$ cat config.mk
export PLATFORM = sky130hd
export DESIGN_NAME = temp_cmd_frame_tx
export DESIGN_NICKNAME = d
export VERILOG_FILES = /design/src/rtl/temp_cmd_pkg.sv /design/src/rtl/uart_tx_byte.sv /design/src/rtl/temp_cmd_frame_tx.sv
export SDC_FILE = /design/constraint.sdc
export NUM_CORES = 1
export LEC_CHECK = 0
export CELL_PAD_IN_SITES_DETAIL_PLACEMENT = 0
export CELL_PAD_IN_SITES_GLOBAL_PLACEMENT = 1
export CORE_ASPECT_RATIO = 0.8
export CORE_MARGIN = 8
export CORE_UTILIZATION = 52
export CTS_BUF_LIST = sky130_fd_sc_hd__clkbuf_8
export CTS_CLUSTER_SIZE = 24
export DETAILED_ROUTE_END_ITERATION = 10
export DONT_BUFFER_PORTS = 1
export GPL_TIMING_DRIVEN = 0
export PLACE_DENSITY_LB_ADDON = 0.2
export SETUP_SLACK_MARGIN = 0.3
export SLEW_MARGIN = 30
export SYNTH_ARGS = -nofsm -noshare
export SYNTH_HDL_FRONTEND = slang
export SYNTH_SLANG_ARGS = --single-unit
$ cat constraint.sdc
create_clock -name clk -period 2 [get_ports clk]
set_clock_uncertainty 0.15 [all_clocks]
set_input_delay 0.4 -clock clk [delete_from_list [all_inputs] [get_ports clk]]
set_output_delay 0.4 -clock clk [all_outputs]
set_load 0.05 [all_outputs]
$ cat src/rtl/temp_cmd_pkg.sv
// Shared definitions for the temperature-sensor command frame path.
// TEMP_CMD_CHK_EN adds the checksum state and helper.
package temp_cmd_pkg;

    localparam logic [7:0] FRAME_HDR    = 8'hA5;

    localparam logic [7:0] CMD_SET_HIGH = 8'h01;
    localparam logic [7:0] CMD_SET_LOW  = 8'h02;
    localparam logic [7:0] CMD_SEND     = 8'h03;

    // Bit slots within one UART character: start, 8 data bits, stop.
    localparam logic [3:0] UART_STOP_IDX = 4'd9;
    localparam logic [3:0] UART_LAST_DATA_IDX = 4'd8;

    typedef enum logic [2:0] {
        IDLE = 3'd0,
        HDR  = 3'd1,
        CMD  = 3'd2,
        DATA = 3'd3
`ifdef TEMP_CMD_CHK_EN
        ,
        CHK  = 3'd4
`endif
    } frame_state_e;

`ifdef TEMP_CMD_CHK_EN
    function automatic logic [7:0] frame_chk(input logic [7:0] cmd_b, input logic [7:0] data_b);
        return FRAME_HDR ^ cmd_b ^ data_b;
    endfunction
`endif

endpackage

$ cat src/rtl/uart_tx_byte.sv
// 8N1 byte serializer with its own baud counter; a load on the final cycle
// of a stop bit chains the next character with no idle gap.
module uart_tx_byte
    import temp_cmd_pkg::*;
#(
    parameter int BIT_CYCLES = 10
) (
    input  logic       clk,
    input  logic       rst_n,
    input  logic       load,
    input  logic [7:0] byte_in,
    output logic       ready,
    output logic       tx
);

    localparam int CW = $clog2(BIT_CYCLES);
    localparam logic [CW-1:0] CYC_LAST = CW'(BIT_CYCLES - 1);

    logic [CW-1:0] cyc_q, cyc_d;
    logic [3:0]    bit_q, bit_d;
    logic [7:0]    byte_q, byte_d;
    logic          active_q, active_d;
    logic          tx_q, tx_d;

    logic          stop_end;

    assign stop_end = active_q && (bit_q == UART_STOP_IDX) && (cyc_q == CYC_LAST);
    assign ready    = !active_q || stop_end;
    assign tx       = tx_q;

    always_comb begin
        cyc_d    = cyc_q;
        bit_d    = bit_q;
        byte_d   = byte_q;
        active_d = active_q;
        tx_d     = tx_q;
        if (load) begin
            byte_d   = byte_in;
            bit_d    = 4'd0;
            cyc_d    = '0;
            active_d = 1'b1;
            tx_d     = 1'b0;
        end else if (active_q) begin
            if (cyc_q == CYC_LAST) begin
                cyc_d = '0;
                if (bit_q == UART_STOP_IDX) begin
                    active_d = 1'b0;
                    bit_d    = 4'd0;
                    tx_d     = 1'b1;
                end else begin
                    // Slot k+1 carries data bit k; slot 9 is the stop bit.
                    bit_d = bit_q + 4'd1;
                    tx_d  = (bit_q == UART_LAST_DATA_IDX) ? 1'b1 : byte_q[bit_q[2:0]];
                end
            end else begin
                cyc_d = cyc_q + 1'b1;
            end
        end
    end

    always_ff @(posedge clk or negedge rst_n) begin
        if (!rst_n) begin
            cyc_q    <= '0;
            bit_q    <= 4'd0;
            byte_q   <= 8'd0;
            active_q <= 1'b0;
            tx_q     <= 1'b1;
        end else begin
            cyc_q    <= cyc_d;
            bit_q    <= bit_d;
            byte_q   <= byte_d;
            active_q <= active_d;
            tx_q     <= tx_d;
        end
    end

endmodule

$ cat src/rtl/temp_cmd_frame_tx.sv
// UART command-frame transmitter: A5, cmd, data and, with TEMP_CMD_CHK_EN
// defined, an XOR checksum byte, sent back to back as 8N1 characters.
//
// state | meaning
// IDLE  | line idle, busy low, waiting for start
// HDR   | serializing the 0xA5 header
// CMD   | serializing the captured command byte
// DATA  | serializing the captured data byte
// CHK   | serializing the checksum (TEMP_CMD_CHK_EN only)
module temp_cmd_frame_tx
    import temp_cmd_pkg::*;
#(
    parameter int CLK_FREQ = 10000,
    parameter int BAUD     = 1000
) (
    input  logic       clk,
    input  logic       rst_n,
    input  logic       start,
    input  logic [7:0] cmd,
    input  logic [7:0] data,
    output logic       busy,
    output logic       done,
    output logic       tx
);

    localparam int BIT_CYCLES = CLK_FREQ / BAUD;

    frame_state_e state_q, state_d;
    logic [7:0]   cmd_q, cmd_d;
    logic [7:0]   data_q, data_d;
    logic         busy_q, busy_d;
    logic         done_q, done_d;

    logic         ser_load;
    logic [7:0]   ser_byte;
    logic         ser_ready;
    logic         ser_tx;

    uart_tx_byte #(
        .BIT_CYCLES(BIT_CYCLES)
    ) u_ser (
        .clk    (clk),
        .rst_n  (rst_n),
        .load   (ser_load),
        .byte_in(ser_byte),
        .ready  (ser_ready),
        .tx     (ser_tx)
    );

    assign busy = busy_q;
    assign done = done_q;
    assign tx   = ser_tx;

    always_comb begin
        state_d  = state_q;
        cmd_d    = cmd_q;
        data_d   = data_q;
        busy_d   = busy_q;
        done_d   = 1'b0;
        ser_load = 1'b0;
        ser_byte = FRAME_HDR;
        case (state_q)
            IDLE: begin
                // Header load coincides with acceptance so the start bit
                // appears in the very next cycle.
                if (start) begin
                    cmd_d    = cmd;
                    data_d   = data;
                    busy_d   = 1'b1;
                    ser_load = 1'b1;
                    ser_byte = FRAME_HDR;
                    state_d  = HDR;
                end
            end
            HDR: begin
                if (ser_ready) begin
                    ser_load = 1'b1;
                    ser_byte = cmd_q;
                    state_d  = CMD;
                end
            end
            CMD: begin
                if (ser_ready) begin
                    ser_load = 1'b1;
                    ser_byte = data_q;
                    state_d  = DATA;
                end
            end
            DATA: begin
                if (ser_ready) begin
`ifdef TEMP_CMD_CHK_EN
                    ser_load = 1'b1;
                    ser_byte = frame_chk(cmd_q, data_q);
                    state_d  = CHK;
`else
                    state_d  = IDLE;
                    busy_d   = 1'b0;
                    done_d   = 1'b1;
`endif
                end
            end
`ifdef TEMP_CMD_CHK_EN
            CHK: begin
                if (ser_ready) begin
                    state_d = IDLE;
                    busy_d  = 1'b0;
                    done_d  = 1'b1;
                end
            end
`endif
            default: begin
                state_d = IDLE;
                busy_d  = 1'b0;
            end
        endcase
    end

    always_ff @(posedge clk or negedge rst_n) begin
        if (!rst_n) begin
            state_q <= IDLE;
            cmd_q   <= 8'd0;
            data_q  <= 8'd0;
            busy_q  <= 1'b0;
            done_q  <= 1'b0;
        end else begin
            state_q <= state_d;
            cmd_q   <= cmd_d;
            data_q  <= data_d;
            busy_q  <= busy_d;
            done_q  <= done_d;
        end
    end

endmodule

==> results.sh, run 1 <==
export IMPL_antenna_found_initial=0
export IMPL_crit_fanout=5
export IMPL_post_route_period_util_pct=94.45
export IMPL_initial_core_util_pct=54.96
export IMPL_first_iter_violations=69
export IMPL_crit_slowest_cell="dfrtp_1"
export IMPL_timing_final_crit_period_ns=1.889
export IMPL_p_leak_nw=1.079
export IMPL_postPlaceCellArea_um2=1996
export IMPL_grt_pass1_vias=1375
export IMPL_area_growth_pct=26.84
export IMPL_synth_top_area_cell="dfrtp_1"
export IMPL_fin_hold_ws_ns=0.09859
export IMPL_wire_per_inst_um=18.03
export IMPL_crit_arrival_ns=1.92
export IMPL_yosys_register_bits=38
export IMPL_die_area_um2=5906
export IMPL_clockBufferDepth=2
export IMPL_finalMaxSlewViolations=0
export IMPL_synth_area_um2=1921
export IMPL_required_ns=2.03
export IMPL_fp_dieH_um=70.36
export IMPL_layout_drive_gt1_share_pct=41.71
export IMPL_critPathKind="flop to flop"
export IMPL_final_area_um2=2436
export IMPL_root_buffer="clkbuf_8"
export IMPL_yosysUniqueCellTypes=45
export IMPL_rsz0062_at_grt="true"
export IMPL_vdd_ir_drop_max_mv=1.315
export IMPL_hold_class="input pin to flop"
export IMPL_critPathLaunchType="flop"
export IMPL_setup_viol=0
export IMPL_power_density_nw_per_um2=1855
export IMPL_avgSynthCellArea_um2=11.36
export IMPL_drt_wl_total_um=4345
export IMPL_clkLatencyLatePin_ns=0.29
export IMPL_port_buffers=0
export IMPL_cts_tree="yes"
export IMPL_path_cells="inv_1 > ha_1 > nand3b_1 > buf_4 > o21ai_4 > o22ai_2 > mux2_4"
export IMPL_fp_dieW_um=83.95
export IMPL_tightest_slew_ns=0.4854
export IMPL_max_freq_ghz=0.5294
export IMPL_grt_util_all_layers_pct=14.22
export IMPL_synth_top_cells_by_area="dfrtp_1 48%, mux2_1 5.9%, ha_1 4.6%, mux2_2 3.5%, a221oi_2 3.1%"
export IMPL_firstDrtPassIters=4
export IMPL_synth_top_cell_area_share_pct=48.21
export IMPL_worstSetupEndpointType="flop"
export IMPL_cts_buffers=5
export IMPL_grt_max_degree=39
export IMPL_diodes=0
export IMPL_dp_final_hpwl_um=2693
export IMPL_yosys_warnings=0
export IMPL_clk_pin_slew_ns=0.08
export IMPL_globalRoute_totalOverflow=0
export IMPL_h_tree_depth=2
export IMPL_core_um2=3495
export IMPL_cpPeakStageDelay_ns=0.39
export IMPL_finalSetupTns_ns=0
export IMPL_ant_nets=0
export IMPL_syn_nets=195
export IMPL_layout_nets=224
export IMPL_syn_inst=169
export IMPL_slew_headroom_pct=67.64
export IMPL_clock_sinks=38
export IMPL_vias_per_cell=5.718
export IMPL_grt_pass1_wl_um=6755
export IMPL_yosysSeqAreaShare_pct=49.58
export IMPL_io_pins=22
export IMPL_rows=19
export IMPL_gp_congestion=0.7702
export IMPL_hold_viol_final=0
export IMPL_vias=1378
export IMPL_drv_cap=0
export IMPL_status="complete, no violations"
export IMPL_drc_errors=0
## cell usage in the layout (no fill, tap or decap), drive strengths merged
cell type | synthesis | final
o22ai | 2 | 2
clkinv | 0 | 1
ha | 7 | 7
a21oi | 10 | 10
clkbuf | 2 | 9
xor2 | 2 | 2
dlygate4sd3 | 0 | 1
a21o | 1 | 1
a22oi | 4 | 4
nor2b | 2 | 2
o21a | 2 | 2
o211ai | 2 | 2
and2 | 4 | 4
a211oi | 1 | 1
o31ai | 2 | 2
o21ai | 8 | 8
clkinvlp | 0 | 1
o2bb2ai | 1 | 1
nor2 | 16 | 16
o2111ai | 1 | 1
nand4bb | 1 | 1
buf | 6 | 25
nor3 | 4 | 4
and3b | 1 | 1
or3 | 1 | 1
dfrtp | 37 | 37
mux2 | 17 | 17
nand2 | 15 | 16
mux2i | 2 | 2
dfstp | 1 | 1
nand3 | 1 | 1
inv | 6 | 6
nand2b | 1 | 1
a221oi | 4 | 4
a22o | 1 | 1
mux4 | 1 | 1
xnor2 | 1 | 1
nand3b | 2 | 2
## worst max-delay path: cells and delay by family (launching register included)
| family | cells | cell delay [ns] |
|---|---|---|
| compound gates | 2 | 0.31 |
| fa+ha+maj | 1 | 0.20 |
| mux | 1 | 0.31 |
| simple gates | 1 | 0.15 |
| flops | 1 | 0.39 |
| buf+inv | 2 | 0.27 |
## cell usage after synthesis, drive strengths merged
cell type,count
mux2,17
nor3,4
o2bb2ai,1
and2,4
or3,1
a221oi,4
a22oi,4
buf,6
o21a,2
mux2i,2
nand3b,2
nand4bb,1
nor2b,2
a22o,1
nand2b,1
a21o,1
o22ai,2
nor2,16
o31ai,2
xor2,2
ha,7
clkbuf,2
o211ai,2
nand3,1
o2111ai,1
a211oi,1
inv,6
o21ai,8
nand2,15
dfrtp,37
dfstp,1
mux4,1
xnor2,1
a21oi,10
and3b,1
## metal layers
metal	vias up	GRT usage, %	wire length (µm)
met3	7	6.141	264
li1	659	-	-
met2	35	20.96	2002
met4	0	4.589	68
met5	-	0	0
met1	677	18.22	2010
## per-stage QoR
stage | cells | utilization [%] | setup WS [ns] | power [mW]
2_1_floorplan | 169 | - | 0.2746 | 2.788
3_3_place_gp | 211 | 57.11 | 0.1309 | 3.068
3_5_place_dp | 211 | 57.11 | 0.08680 | 3.146
4_1_cts | 231 | 64.66 | 0.2736 | 4.064
5_1_grt | 241 | 69.71 | 0.04079 | 4.837
6_report | 241 | 69.71 | 0.1109 | 4.520
## sequential cells by signal (all words and copies together), names as in the netlist, 2 cells and up
name and cells:
cmd_q 8, data_q 8, u_ser.byte_q 8, u_ser.bit_q 4, u_ser.cyc_q 4, state_q 2
## cell families (layout without fill, tap and decap cells)
family	after synthesis	count (layout)	synth area share, %
muxes	20	20	12.38
AOI/OAI and AO/OA	39	39	15.51
buffers and inverters	14	43	3.713
xor gates and xnor gates	3	3	1.368
DFF	38	38	49.58
adders and majority gates	7	7	4.560
and+or+nand+nor	48	49	12.90
## area by class of cell
| cell class | count | area [µm²] |
|---|---|---|
| inverter | 6 | 22.52 |
| clock inverter | 2 | 12.51 |
| sequential | 38 | 953.4 |
| clock buffer | 6 | 82.58 |
| multi-input combinational | 118 | 1049 |
| fill | 256 | 1059 |
| tap | 42 | 52.55 |
| timing repair buffer | 21 | 190.2 |
| buffer | 8 | 73.82 |
## path summary, 6_finish.rpt
check / startpoint / to / slack, ns / cells past startpoint
worst max register to register: u_ser.cyc_q[1] / state_q[1] / 0.11 / 7
worst min register to register: u_ser.byte_q[4] / u_ser.byte_q[4] / 0.35 / 2
max in group asynchronous: rst_n / u_ser.tx / 1.02 / 2
min in group asynchronous: rst_n / u_ser.bit_q[1] / 0.42 / 2
worst max-delay path: u_ser.cyc_q[1] / state_q[1] / 0.11 / 7
worst min-delay path: data[2] / data_q[2] / 0.1 / 1
## repair_timing
action / CTS / global route
resized for setup: 19 / 20
endpoints found under the hold margin: 38 / 0
hold buffers: 2 / 0
cloned: 1 / 2
pin swaps: 8 / 20
endpoints found under the setup margin: 28 / 31
setup buffers: 9 / 8
## report_power, final
part	switching [mW]	internal [mW]	total, mW
Combinational	1.21	1.31	2.52
Sequential	0.314	1.13	1.45
Clock	0.276	0.277	0.553
Total	1.80	2.72	4.52
Note: power is estimated with default switching activity, not from simulation.
==> run 2: changes to the inputs <==
--- a/config.mk
+++ b/config.mk
@@ -21,3 +21,4 @@
 export SYNTH_ARGS = -nofsm -noshare
 export SYNTH_HDL_FRONTEND = slang
 export SYNTH_SLANG_ARGS = --single-unit
+export TNS_END_PERCENT = 20
==> run 2 against run 1 <==
Net effect: fmax rose by 6.4%; worst setup slack improved by 0.11 ns; highest routed layer unchanged; routed wire length shrank 4.5%; die area unchanged; clock-buffer cell count decreased by 1; via count shrank 3.3%; utilization decreased by 3.2 points; power down 5.2%.
==> results.sh, run 2 (synthesis gave the netlist of run 1 again) <==
export IMPL_firstDrtPassIters=4
export IMPL_vias=1332
export IMPL_setup_viol=0
export IMPL_vias_per_cell=5.644
export IMPL_h_tree_depth=2
export IMPL_wire_per_inst_um=17.58
export IMPL_area_growth_pct=21.04
export IMPL_crit_arrival_ns=1.80
export IMPL_combPwrFrac_pct=51.8
export IMPL_diodes=0
export IMPL_p_leak_nw=1.016
export IMPL_grt_pass1_vias=1427
export IMPL_clock_sinks=38
export IMPL_path_cells="ha_1 > clkbuf_4 > nor3_4 > o22ai_4 > mux2_4"
export IMPL_hold_viol_final=0
export IMPL_fp_dieW_um=83.95
export IMPL_rows=19
export IMPL_grt_max_degree=39
export IMPL_slew_headroom_pct=66.28
export IMPL_power_density_nw_per_um2=1844
export IMPL_vdd_ir_drop_max_mv=1.052
export IMPL_tightest_slew_ns=0.5058
export IMPL_crit_fanout=10
export IMPL_first_iter_violations=66
export IMPL_clockBufferDepth=2
export IMPL_drv_cap=0
export IMPL_timing_final_crit_period_ns=1.775
export IMPL_cpPeakStageDelay_ns=0.43
export IMPL_initial_core_util_pct=54.96
export IMPL_clkLatencyLatePin_ns=0.29
export IMPL_post_route_period_util_pct=88.77
export IMPL_mostFrequentLayoutCell="dfrtp_1"
export IMPL_gp_congestion=0.7440
export IMPL_max_freq_ghz=0.5633
export IMPL_io_pins=22
export IMPL_swShare_pct=39.24
export IMPL_clk_pin_slew_ns=0.07
export IMPL_mostFrequentLayoutCells="36 x dfrtp_1, 17 x buf_4, 15 x nor2_1, 13 x nand2_1, 10 x mux2_1"
export IMPL_core_um2=3495
export IMPL_rsz0062_at_grt="true"
export IMPL_power_frac_seq_pct=33.7
export IMPL_root_buffer="clkbuf_8"
export IMPL_drt_wl_total_um=4150
export IMPL_required_ns=2.02
export IMPL_p_switching_mw=1.682
export IMPL_drc_errors=0
export IMPL_worstSetupEndpointType="flop"
export IMPL_dp_final_hpwl_um=2748
export IMPL_die_area_um2=5906
export IMPL_hold_class="input pin to flop"
export IMPL_grt_util_all_layers_pct=14.63
export IMPL_finalMaxSlewViolations=0
export IMPL_status="complete, no violations"
export IMPL_cts_buffers=5
export IMPL_total_power_mw=4.287
export IMPL_postPlaceCellArea_um2=1983
export IMPL_fp_dieH_um=70.36
export IMPL_critPathLaunchType="flop"
export IMPL_antenna_found_initial=0
export IMPL_final_util_pct=66.52
export IMPL_cts_tree="yes"
export IMPL_final_area_um2=2325
export IMPL_clockPowerShare_pct=14.6
export IMPL_layout_drive_gt1_share_pct=32.47
export IMPL_ant_nets=0
export IMPL_grt_pass1_wl_um=7031
export IMPL_globalRoute_totalOverflow=0
export IMPL_power_internal_mw=2.605
export IMPL_layout_nets=219
export IMPL_port_buffers=0
export IMPL_critPathKind="flop to flop"
export IMPL_largestRegisters="cmd_q: 8 flops, data_q: 8 flops, u_ser.byte_q: 8 flops"
export IMPL_crit_slowest_cell="dfrtp_1"
export IMPL_finalSetupTns_ns=0
==> run 2: final cells by class <==
class                   instances  area (µm²)
repair buffers                 17       146.4
flip-flops and latches         38       953.4
multi-input cells             117       970.9
fillers                       270        1170
well taps                      42       52.55
inverters                       6       22.52
plain buffers                   8       72.57
clock inverters                 3       37.54
clock buffers                   5       68.82
==> run 2: power groups by stage <==
stage	Combinational [mW]	Clock, mW	Sequential [mW]
6_report	2.22	0.625	1.44
5_1_grt	2.42	0.669	1.49
4_1_cts	2.00	0.639	1.44
3_5_place_dp	1.63	0	1.47
3_3_place_gp	1.57	0	1.45
2_1_floorplan	1.35	0	1.40
==> run 2: worst paths after layout <==
| kind | from | endpoint | slack, ns | cells past startpoint |
|---|---|---|---|---|
| max | state_q[0] | state_q[1] | 0.22 | 5 |
| min | data[2] | data_q[2] | 0.1 | 1 |
| max reg2reg | state_q[0] | state_q[1] | 0.22 | 5 |
| min reg2reg | u_ser.byte_q[6] | u_ser.byte_q[6] | 0.34 | 2 |
| max in group asynchronous | rst_n | u_ser.tx | 1.03 | 2 |
| min in group asynchronous | rst_n | u_ser.cyc_q[3] | 0.41 | 2 |
==> run 2: per-layer routing <==
metal | part of all wire [%] | vias up | track usage, %
met5 | 0 | - | 0
met4 | 1.7 | 0 | 6.310
met3 | 5.5 | 8 | 5.330
met2 | 49 | 24 | 23.10
met1 | 44 | 656 | 17.51
li1 | - | 644 | -
==> run 2: stage by stage <==
stage | cells | hold slack [ns] | setup slack (ns)
6_report | 236 | 0.09574 | 0.2247
3_5_place_dp | 211 | -0.04444 | -0.02939
4_1_cts | 230 | 0.09040 | 0.2647
2_1_floorplan | 169 | -0.04559 | 0.2406
3_3_place_gp | 211 | -0.04442 | 0.03008
5_1_grt | 236 | 0.08381 | 0.1705
==> run 2: what timing repair did <==
item | in CTS | in global routing
pin swaps | 8 | 10
endpoints found under the hold margin | 38 | 0
gates cloned | 1 | 0
setup buffers | 8 | 6
endpoints found under the setup margin | 36 | 30
gates resized for setup | 17 | 13
hold buffers | 2 | 0
==> run 2: worst max-delay path: cells and delay by family, from the launching register on <==
| family | cells | cell delay [ns] |
|---|---|---|
| compound gates | 1 | 0.11 |
| fa+ha+maj | 1 | 0.23 |
| buf+inv | 1 | 0.22 |
| flops | 1 | 0.43 |
| mux | 1 | 0.30 |
| simple gates | 1 | 0.23 |
